$ cat config.mk
export PLATFORM = sky130hd
export DESIGN_NAME = mmc3_scanline_irq
export DESIGN_NICKNAME = d
export VERILOG_FILES = /design/src/rtl/mmc3_scanline_irq.sv
export SDC_FILE = /design/constraint.sdc
export NUM_CORES = 1
export LEC_CHECK = 0
export ABC_CLOCK_PERIOD_IN_PS = 2440
export BUFFER_PORTS_ARGS = -buffer_cell sky130_fd_sc_hd__buf_2
export CORE_MARGIN = 1.5
export CORE_UTILIZATION = 47
export CTS_CLUSTER_SIZE = 40
export DETAILED_ROUTE_END_ITERATION = 7
export PLACE_DENSITY = 0.76
export SYNTH_ARGS = -nofsm -noshare
export SYNTH_HDL_FRONTEND = slang
export SYNTH_SLANG_ARGS = --single-unit
$ cat constraint.sdc
create_clock -name clk -period 2.44 [get_ports clk]
set_clock_uncertainty 0.15 [all_clocks]
set_input_delay 0.488 -clock clk [delete_from_list [all_inputs] [get_ports clk]]
set_output_delay 0.488 -clock clk [all_outputs]
set_load 0.005 [all_outputs]
$ cat src/rtl/mmc3_scanline_irq.sv
// mmc3_scanline_irq: MMC3 scanline counter with filtered PPU A12 clocking, IRQ and save-state port
module mmc3_scanline_irq #(
  parameter int A12_LOW_MIN = 64,
  parameter int LOWCNT_W    = 8
) (
  input  logic        clk,
  input  logic        map_rst,
  input  logic        cpu_we,
  input  logic [15:0] reg_addr,
  input  logic [7:0]  cpu_dat,
  input  logic        ppu_a12,
  input  logic        mmc3a,
  input  logic        ss_act,
  input  logic        ss_we,
  input  logic [7:0]  ss_addr,
  input  logic [7:0]  ss_din,
  output logic        irq,
  output logic [7:0]  ss_dout
);
  localparam logic [LOWCNT_W-1:0] LOW_MAX = LOWCNT_W'(A12_LOW_MIN);
  logic [7:0] r_latch, r_counter;
  logic r_reload, r_irq_en, r_irq_pend;
  logic r_s1, r_s2, r_s3;
  logic [LOWCNT_W-1:0] r_lowcnt;
  logic w_low_ok, w_a12_clk, w_c000, w_c001, w_e000, w_e001, w_fire;
  logic [7:0] w_next;
  assign w_low_ok  = r_lowcnt == LOW_MAX;
  assign w_a12_clk = r_s2 & ~r_s3 & w_low_ok;
  assign w_c000    = cpu_we & (reg_addr == 16'hC000);
  assign w_c001    = cpu_we & (reg_addr == 16'hC001);
  assign w_e000    = cpu_we & (reg_addr == 16'hE000);
  assign w_e001    = cpu_we & (reg_addr == 16'hE001);
  assign w_next    = ((r_counter == 8'd0) | r_reload) ? r_latch : r_counter - 8'd1;
  // MMC3A only fires when the counter actually transitions to zero
  assign w_fire    = (w_next == 8'd0) & (~mmc3a | (r_counter != 8'd0) | r_reload);
  assign irq       = r_irq_pend;
  always_ff @(posedge clk) begin
    if (map_rst & ~ss_act) begin
      r_s1 <= 1'b0;
      r_s2 <= 1'b0;
      r_s3 <= 1'b0;
    end else begin
      r_s1 <= ppu_a12;
      r_s2 <= r_s1;
      r_s3 <= r_s2;
    end
  end
  always_ff @(posedge clk) begin
    if (ss_act) begin
      if (ss_we && ss_addr == 8'd16) r_latch <= ss_din;
      if (ss_we && ss_addr == 8'd17) r_counter <= ss_din;
      if (ss_we && ss_addr == 8'd18) {r_reload, r_irq_en, r_irq_pend} <= ss_din[2:0];
    end else if (map_rst) begin
      r_latch    <= 8'd0;
      r_counter  <= 8'd0;
      r_reload   <= 1'b0;
      r_irq_en   <= 1'b0;
      r_irq_pend <= 1'b0;
      r_lowcnt   <= '0;
    end else begin
      r_lowcnt <= r_s2 ? '0 : (w_low_ok ? r_lowcnt : r_lowcnt + 1'b1);
      if (w_c000) r_latch <= cpu_dat;
      if (w_c001) begin
        r_counter <= 8'd0;
        r_reload  <= 1'b1;
      end else if (w_a12_clk) begin
        r_counter <= w_next;
        r_reload  <= 1'b0;
      end
      if (w_e000) begin
        r_irq_en   <= 1'b0;
        r_irq_pend <= 1'b0;
      end else begin
        if (w_e001) r_irq_en <= 1'b1;
        if (w_a12_clk & ~w_c001 & w_fire & r_irq_en) r_irq_pend <= 1'b1;
      end
    end
  end
  always_comb
    ss_dout = (ss_addr == 8'd16) ? r_latch :
              (ss_addr == 8'd17) ? r_counter :
              (ss_addr == 8'd18) ? {5'd0, r_reload, r_irq_en, r_irq_pend} :
              (ss_addr >= 8'd19 && ss_addr <= 8'd23) ? 8'hFF : 8'h00;
endmodule

* After elaboration in Yosys (flattened, before gate mapping)
Index checks and enable logic that the tools add are counted.
** Storage, ports and cells
- Flip-flop bits (word level) :: 30
** Operators by class
- Magnitude comparators :: 2
- Muxes and demuxes :: 30
- Eq/ne operators :: 12
- $add $sub $neg :: 2
- Bitwise operators :: 18
- Reduce and logical (&&, ||, !) cells :: 18
** Operators by type and width (count)
- 8-bit two-way mux :: 15
- 16-bit equality test (second input constant) :: 4
- 8-bit by 5-bit equality test with 1-bit output (second input constant) :: 3
- 8-bit logical NOT :: 2
- 1-bit two-way mux :: 15
- 2-bit AND reduction :: 6
- 4-bit nonzero test :: 3
- 1-bit bitwise AND :: 11
- 8-bit by 1-bit adder with 8-bit output (second input constant) :: 1
- 8-bit by 7-bit equality test with 1-bit output (second input constant) :: 1
- 8-bit by 5-bit >= comparator with 1-bit output (second input constant) :: 1
- 8-bit by 5-bit <= comparator with 1-bit output (second input constant) :: 1
- 8-bit nonzero test :: 1
- 8-bit by 1-bit subtractor with 8-bit output (second input constant) :: 1
- 2-bit by 1-bit != test with 1-bit output (second input constant) :: 3
- 1-bit logical AND :: 4
- 1-bit NOT :: 4
- 3-bit != test (second input constant) :: 1
- 1-bit bitwise OR :: 3
- 3-bit nonzero test :: 1
- 2-bit OR reduction :: 1

* Logic depth before layout (Yosys ltp)
Gate-level depths: netlist of the first run.
- Depth after elaboration :: 11
- Mapped depth :: 9
- Gate-level depth less buffers :: 8

* Least setup slack after synthesis of the first run
Ideal clock, no wire load.
- Kind :: register to register
- From :: register r_counter[0]
- To :: register r_irq_pend (netlist: irq), enable pin
- Stages on the path, launching flop included :: 10
- Path buffers :: 1
- Arrival time :: 2064 ps
- Setup slack :: -81 ps
- Path through :: edfxtp_1 inv_1 ha_1 nor3b_1 a21o_1 buf_6 or4_1 a22oi_1 nand4_1 a31oi_1
** Between the ends
- Cells in the longest elaborated chain, start to end :: 9
- Elaborated cells between the ends (all ways) :: 13
- Those cells by class :: 1 x add/sub; 1 x mux; 6 x bitwise; 5 x reduce/logical
** Ends and longest elaborated chain
- start, declared :: RTL line 21 : logic [7:0] r_latch, r_counter;
- start signal, assigned :: RTL line 51 : if (ss_we && ss_addr == 8'd17) r_counter <= ss_din;
- start signal, assigned :: RTL line 67 : r_counter <= w_next;
- parallel branches: the longest is 4 deep, another holds 8-bit by 1-bit subtractor with 8-bit output
- 1-bit bitwise AND (*) :: RTL line 35 : assign w_fire = (w_next == 8'd0) & (~mmc3a | (r_counter != 8'd0) | r_reload);
- 1-bit bitwise AND (*) (2 in series) :: RTL line 75 : if (w_a12_clk & ~w_c001 & w_fire & r_irq_en) r_irq_pend <= 1'b1;
- 4-bit nonzero test (no line) (*)
- 2-bit AND reduction (no line) (*)
- end signal, assigned :: RTL line 52 : if (ss_we && ss_addr == 8'd18) {r_reload, r_irq_en, r_irq_pend} <= ss_din[2:0];
- end, declared :: RTL line 22 : logic r_reload, r_irq_en, r_irq_pend;
Every way passes the cells marked *.
A chain may end at the register's enable or synchronous reset.

* Worst setup path in the final report of the first run
- From :: register r_counter[1]
- To :: register r_irq_pend (netlist: irq), enable pin
Same word-level chain as after synthesis.

==> results of run 1 <==
-- through the flow --
step | cell area, um2 | power, mW
final | 2521 | 1.473
after global routing | 2521 | 1.523
after CTS | 2467 | 1.467
after detailed placement | 2335 | 0.8704
after global placement | 2335 | 0.8654
after floorplan | 1926 | 0.7694
-- cells in the mapped netlist, types with 4 or more instances --
cell	n	area, um2
xnor2_1	5	43.79
o22ai_1	4	25.02
a21oi_1	11	55.05
ha_1	4	50.05
and2_1	4	25.02
clkbuf_1	6	22.52
inv_1	7	26.28
o21ai_0	13	65.06
edfxtp_1	27	810.8
nor4_1	5	31.28
nand2_1	33	123.9
nor2_1	19	71.32
nand3_1	4	20.02
xor2_1	5	43.79
a31oi_1	7	43.79
-- worst max-delay path, cell delays in order (launching register included) --
cell,delay [ps]
edfxtp_1,360
inv_2,60
ha_2,180
nor3b_2,160
a21o_1,220
or4_4,430
a22oi_2,150
nand4_1,110
a31oi_1,200
-- area by class of cell --
cell class / instances / area, um2
fill: 332 / 1450
multi-input combinational: 160 / 1015
sequential: 30 / 870.8
timing repair buffer: 73 / 410.4
clock buffer: 5 / 68.82
clock inverter: 3 / 63.81
tap: 50 / 62.56
inverter: 8 / 30.03
-- metal layers --
layer	part of all wire, %	vias up	track usage [%]
li1	-	904	-
met3	8.6	18	6.419
met1	40	873	28.10
met2	49	120	39.50
met5	0	-	0
met4	2.8	0	12.24
-- sequential cells by signal (all words and copies together), names as in the netlist --
| register | flops |
|---|---|
| r_counter | 8 |
| r_latch | 8 |
| r_lowcnt | 8 |
| irq | 1 |
| r_irq_en | 1 |
| r_reload | 1 |
| r_s1 | 1 |
| r_s2 | 1 |
| r_s3 | 1 |
-- what timing repair did --
action,4_1_cts,5_1_grt
gates resized for setup,0,6
setup buffers,0,4
endpoints found under the setup margin,0,1
-- worst min-delay path by stage --
stage | to | slack (ps) | depth (start not counted)
after global placement | r_s2 | 260 | 1
final | r_s1 | 250 | 2
after global routing | r_s1 | 260 | 2
after CTS | r_s1 | 250 | 2
after floorplan | r_s2 | 260 | 1
after detailed placement | r_s2 | 290 | 1
-- power by group through the flow --
stage | Sequential (mW) | Clock (mW) | Combinational (mW)
2_1_floorplan | 0.642 | 0 | 0.127
3_3_place_gp | 0.647 | 0 | 0.218
3_5_place_dp | 0.649 | 0 | 0.221
4_1_cts | 0.638 | 0.605 | 0.223
5_1_grt | 0.646 | 0.619 | 0.259
6_report | 0.642 | 0.598 | 0.233
-- logic make-up after synthesis --
family                     Yosys count  synth area share (%)
adders and majority gates            4                 2.609
xor gates and xnor gates            10                 4.566
muxes                                4                 2.283
and+or+nand+nor                     93                 25.90
buffers and inverters               15                 3.327
DFF                                 30                 45.40
AOI/OAI and AO/OA                   49                 15.92
==> results.cfg, run 1 <==
[cells_and_area]
synthToLayoutAreaGrowth_pct = 31.44
antenna_cells = 0
post-route-util_pct = 63.48
finalNonFillerCells = 329
layout-drive-gt1-share_pct = 33.69
mostFrequentLayoutCells = buf_2, nand2_1, edfxtp_1, nor2_1, buf_4
final_common_cell = buf_2
layout.nets = 329

[timing]
setup_viol = 0
fmax_mhz = 433.0
tightestPinTransition_ps = 349.3
finalCritPeriodShare_pct = 94.66
slew_headroom_pct = 76.39
rsz0062_at_grt = false
setup_ws_ps = 130.3
drv_slew = 0
finalSetupTns_ps = 0
hold_ws_ps = 253.5
finalHoldViolCount = 0
layout_min_cycle_time_ps = 2310

[global_route]
antenna_found_initial = 0
grt_usage_pct = 23.82
grt-ovfl-total = 0
grt_pass1_wl_um = 7790
grt_max_degree = 19
grt_pass1_vias = 1707

[yosys]
ys_types = 44
syn_inst = 205
synth_nets = 256
synth_area_mm2 = 0.001918
avgSynthCellArea_um2 = 9.357
synth-edff-count = 27
ys_warn_count = 0
yosys_register_bits = 30
synth-async-reset-ratio_pct = 0
ys_seq_area_share_pct = 45.40
ys.flop_type = edfxtp_1

[critical_path]
crit_end = irq
cp.arrival_ps = 2150
r2r_setup_slack_ps = 130
worst_setup_path_start_kind = register
crit_path_end_kind = register
reg2reg_to = irq
path_max_fanout = 6
critPathKind = reg -> reg
worstSetupStartpoint = r_counter[1]
r2r_start = r_counter[1]
r2r_cells = 8
crit_required_ps = 2280

[clock_tree]
clk_latency_ps = 290
cts_inserted_buffers = 5
h-tree-depth = 2
cts_tree = done
cts.sinks = 30
clk_path_buf_depth = 2
root_buffer = clkbuf_8
holdBufCountCts = 0
clkTransAtPathRegs_ps = 60

[drt]
firstDrtPassIters = 6
initialDrtViolationCount = 146
drc_errors = 0
vias_per_cell = 5.821
vias = 1915
drt-total-wl_um = 4975
ant_nets = 0
wl_per_cell_um = 15.12

[pwr]
combPwrFrac_pct = 15.8
clkPwrFrac_pct = 40.6
p_leak_nw = 1.075
peakVddDrop_mv = 0.3765
switching_share_pct = 23.70
p_int_mw = 1.124
pwr-share-seq_pct = 43.6
power_density_mw_per_mm2 = 584.1
power.net_switching_mw = 0.3490

[floorplan]
core_mm2 = 0.003971
initial_core_util_pct = 48.30
die_w_um = 66.89
io_pins = 56
dieArea_mm2 = 0.004474
die_h_um = 66.89
row_count = 23

[status]
outcome = finished clean

[flow_run]
maxCapViolCount = 0

[min_path]
hold_class = in -> reg
hp-start = ppu_a12

[placed_design]
dp_hpwl_um = 3768
io_buffers = 55
dp.cells = 317
gp_congestion = 0.9976
place_ws_ps = 66.64
(Power assumes the default switching activity.)
==> run 2: changes to the inputs <==
--- a/config.mk
+++ b/config.mk
@@ -5,7 +5,6 @@
 export SDC_FILE = /design/constraint.sdc
 export NUM_CORES = 1
 export LEC_CHECK = 0
-export ABC_CLOCK_PERIOD_IN_PS = 2440
 export BUFFER_PORTS_ARGS = -buffer_cell sky130_fd_sc_hd__buf_2
 export CORE_MARGIN = 1.5
 export CORE_UTILIZATION = 47
==> constraint.sdc (replaced) <==
create_clock -name clk -period 2.44 [get_ports clk]
set_clock_uncertainty 0.15 [all_clocks]
set_input_delay 0.122 -clock clk [delete_from_list [all_inputs] [get_ports clk]]
set_output_delay 0.122 -clock clk [all_outputs]
set_load 0.005 [all_outputs]
==> results.cfg, run 2 (synthesis results as in run 1) <==
[pwr]
total_power_mw = 1.307
p_leak_nw = 1.089
peakVddDrop_mv = 0.4372
switching_share_pct = 27.00
p_int_mw = 0.9541
power.net_switching_mw = 0.3528
clkPwrFrac_pct = 32.4
combPwrFrac_pct = 18.5
pwr-share-seq_pct = 49.1
power_density_mw_per_mm2 = 510.0

[drt]
drc_errors = 0
ant_nets = 0
vias_per_cell = 5.617
wl_per_cell_um = 15.45
firstDrtPassIters = 4
vias = 1893
drt-total-wl_um = 5205
initialDrtViolationCount = 192

[clock_tree]
cts.sinks = 30
h-tree-depth = 2
cts_tree = done
clk_path_buf_depth = 2
clkTransAtPathRegs_ps = 70
cts_inserted_buffers = 5
clk_latency_ps = 280
root_buffer = clkbuf_8

[placed_design]
io_buffers = 55
place_ws_ps = 48.40
dp.cells = 315
gp_congestion = 0.9730
dp_hpwl_um = 3829

[floorplan]
dieArea_mm2 = 0.004474
core_mm2 = 0.003971
initial_core_util_pct = 48.30
die_w_um = 66.89
die_h_um = 66.89
row_count = 23
io_pins = 56

[timing]
hold_ws_ps = 5.699
setup_viol = 0
tightestPinTransition_ps = 817.0
finalCritPeriodShare_pct = 99.18
drv_slew = 0
fmax_mhz = 413.2
layout_min_cycle_time_ps = 2420
setup_ws_ps = 19.99
finalHoldViolCount = 0
slew_headroom_pct = 45.33

[global_route]
grt_usage_pct = 24.25
antenna_found_initial = 0
grt-ovfl-total = 0
grt_max_degree = 18
grt_pass1_vias = 1802
grt_pass1_wl_um = 8017

[cells_and_area]
mostFrequentLayoutCells = buf_2, nand2_1, edfxtp_1, nor2_1, buf_4
layout.nets = 337
antenna_cells = 0
finalNonFillerCells = 337
fillers = 338
top_regs = r_counter: 8 flops, r_latch: 8 flops, r_lowcnt: 8 flops
layout-drive-gt1-share_pct = 31.36
synthToLayoutAreaGrowth_pct = 33.59
post-route-util_pct = 64.52
final_common_cell = buf_2

[critical_path]
r2r_setup_slack_ps = 20
crit_path_max_incr_delay_ps = 530
r2r_cells = 8
path_max_fanout = 6
crit_path_end_kind = register
crit_slowest_cell = or4_4
critPathTopFamily = simple AND/OR/NAND/NOR gates
cp.arrival_ps = 2260
worst-path-buf-inv = 1
r2r_start = r_counter[1]
worst_setup_path_start_kind = register
crit_chain = inv_1 -> ha_2 -> nor3b_2 -> a21o_1 -> or4_4 -> a22oi_2 -> nand4_1 -> a31oi_1
critPathKind = reg -> reg
reg2reg_to = irq
crit_required_ps = 2280

[min_path]
whs_path_depth = 3
hold_class = in -> reg
min_to = r_latch[1]
hp-start = ss_din[1]

[flow_run]
maxCapViolCount = 0

[status]
outcome = finished clean
[run 2: cell count changes in the layout (fill, tap and decap cells not counted), sizes merged]
cell	change
clkbuf	+1
dlygate4sd3	+11
bufinv	-2
clkinvlp	+1
buf	-3
[run 2: how the worst max path moves through the flow]
stage / startpoint / to / slack, ps / depth (start not counted)
detailed placement: r_counter[4] / irq / 50 / 6
CTS: r_counter[4] / irq / 40 / 6
global route: r_counter[1] / irq / -40 / 8
floorplan: r_counter[0] / irq / 0.9 / 9
global placement: r_counter[4] / irq / 130 / 6
finish: r_counter[1] / irq / 20 / 8
[run 2: worst register-to-register path, stage by stage, from the launching register on]
cell and delay, ps:
edfxtp_1 360, inv_1 80, ha_2 190, nor3b_2 160
a21o_1 220, or4_4 530, a22oi_2 150, nand4_1 100
a31oi_1 190
[run 2: power groups by stage]
stage / Clock, mW / Combinational [mW] / Sequential, mW
floorplan: 0 / 0.127 / 0.642
global placement: 0 / 0.214 / 0.649
detailed placement: 0 / 0.216 / 0.651
CTS: 0.428 / 0.233 / 0.640
global route: 0.444 / 0.268 / 0.644
finish: 0.424 / 0.242 / 0.641
[run 2: what timing repair did]
| action | CTS | global route |
|---|---|---|
| endpoints found under the setup margin | 0 | 1 |
| resized for setup | 0 | 3 |
| hold buffers | 11 | 0 |
| buffers inserted | 0 | 3 |
| hold endpoints to repair | 9 | 0 |
[run 2: stage by stage]
stage	setup TNS, ps	cell area [um2]
after floorplan	0	1926
after global routing	-43.66	2562
after CTS	0	2525
after global placement	0	2320
final	0	2562
after detailed placement	0	2320
[run 2: area by class of cell]
class | instances | area (um2) | share of cell area, %
multi-input combinational | 160 | 1006 | 39.26
sequential | 30 | 870.8 | 33.98
timing repair buffer | 81 | 498.0 | 19.43
clock buffer | 6 | 82.58 | 3.223
tap | 50 | 62.56 | 2.441
inverter | 8 | 30.03 | 1.172
clock inverter | 2 | 12.51 | 0.4883
[run 2: metal layers]
layer  up-vias  global-route usage [%]  share of wire, %
li1        916                       -                 -
met1       866                   27.79                39
met2        97                   43.88                52
met3        14                   5.574               7.2
met4         0                   8.418               2.2
met5         -                       0                 0
==> run 3: changes to the inputs <==
--- a/config.mk
+++ b/config.mk
@@ -10,7 +10,7 @@
 export CORE_UTILIZATION = 47
 export CTS_CLUSTER_SIZE = 40
 export DETAILED_ROUTE_END_ITERATION = 7
-export PLACE_DENSITY = 0.76
+export PLACE_DENSITY_LB_ADDON = 0.25
 export SYNTH_ARGS = -nofsm -noshare
 export SYNTH_HDL_FRONTEND = slang
 export SYNTH_SLANG_ARGS = --single-unit
==> results.cfg, run 3 (synthesis results as in run 1) <==
[cells_and_area]
fillers = 316
mostFrequentLayoutCells = buf_2, nand2_1, edfxtp_1, nor2_1, buf_4
synthToLayoutAreaGrowth_pct = 38.03
finalNonFillerCells = 343
top_regs = r_counter: 8 flops, r_latch: 8 flops, r_lowcnt: 8 flops
layout.nets = 343
multi_input_area_mm2 = 0.001001
seqCellArea_um2 = 870.8
layout-drive-gt1-share_pct = 31.06
antenna_cells = 0
fin_area_mm2 = 0.002648
final_common_cell = buf_2

[global_route]
grt_usage_pct = 26.76
grt_pass1_vias = 1861
grt_pass1_wl_um = 8507
antenna_found_initial = 0
grt-ovfl-total = 0
grt_max_degree = 19

[pwr]
power_density_mw_per_mm2 = 564.5
p_leak_nw = 1.136
total_power_mw = 1.495
peakVddDrop_mv = 0.3780

[floorplan]
initial_core_util_pct = 48.30
row_count = 23
io_pins = 56
die_w_um = 66.89
die_h_um = 66.89
core_mm2 = 0.003971
dieArea_mm2 = 0.004474

[clock_tree]
cts_inserted_buffers = 5
cts_tree = done
cts.sinks = 30
clk_latency_ps = 290
clk_path_buf_depth = 2
clkTransAtPathRegs_ps = 60
root_buffer = clkbuf_8
h-tree-depth = 2

[drt]
drt-total-wl_um = 5429
wl_per_cell_um = 15.83
drc_errors = 0
vias = 1931
initialDrtViolationCount = 142
vias_per_cell = 5.630
firstDrtPassIters = 4
ant_nets = 0

[timing]
finalSetupTns_ps = 0
hold_ws_ps = -3.701
setup_ws_ps = 84.09
finalHoldViolCount = 1
tightestPinTransition_ps = 399.6
drv_slew = 0
layout_min_cycle_time_ps = 2356
finalCritPeriodShare_pct = 96.55
slew_headroom_pct = 72.98
fmax_mhz = 424.5
setup_viol = 0

[placed_design]
place_ws_ps = 77.03
io_buffers = 55
dp_hpwl_um = 3854
placed_cell_area_mm2 = 0.002335
dp.cells = 317
gp_congestion = 0.9202

[critical_path]
r2r_setup_slack_ps = 80
crit_path_end_kind = register
worstSetupStartpoint = r_counter[5]
cp.arrival_ps = 2200
critPathKind = reg -> reg
path_max_fanout = 5
r2r_start = r_counter[5]
worst_setup_path_start_kind = register
crit_required_ps = 2280

[status]
violations = hold timing
outcome = finished with violations

[flow_run]
maxCapViolCount = 0

[min_path]
hold_class = in -> reg
hp-start = ss_din[5]
## run 3: metal layers
metal	track usage, %	part of all wire [%]
met1	31.52	40
met2	46.25	49
met3	5.743	8.1
met4	12.24	3.1
met5	0	0
## run 3: final cells by class
class | instances | area share [%]
repair buffers | 87 | 20.79
clock buffers | 5 | 2.599
inverters | 8 | 1.134
multi-input cells | 160 | 37.81
clock inverters | 3 | 2.410
well taps | 50 | 2.363
flip-flops and latches | 30 | 32.89
## run 3: final timing paths
check	to	cells past startpoint
setup / recovery	irq	6
setup reg to reg	irq	6
hold / removal	r_counter[5]	3
hold reg to reg	r_s2	1
## run 3: power by group
part           leakage (nW)  internal (mW)  switching, mW
combinational         0.784          0.129          0.126
sequential            0.286          0.606         0.0338
clock                0.0658          0.404          0.196
## run 3: per-stage QoR
step           util (%)  hold slack [ps]
2_1_floorplan         -            93.71
3_3_place_gp      58.79            172.8
3_5_place_dp      58.79            175.6
4_1_cts           65.66           0.8872
5_1_grt           66.67            11.04
6_report          66.67           -3.701
## run 3: repair_timing
action	in CTS	in global routing
buffers inserted	0	4
resized for setup	0	2
hold buffers	14	0
endpoints found under the setup margin	0	1
endpoints found under the hold margin	11	0
## run 3: worst max-delay path: stages (launching register included)
cell	delay, ps
edfxtp_1	440
nor4_4	420
a21o_1	250
or2b_1	280
a22oi_1	200
nand4_1	110
a31oi_1	210
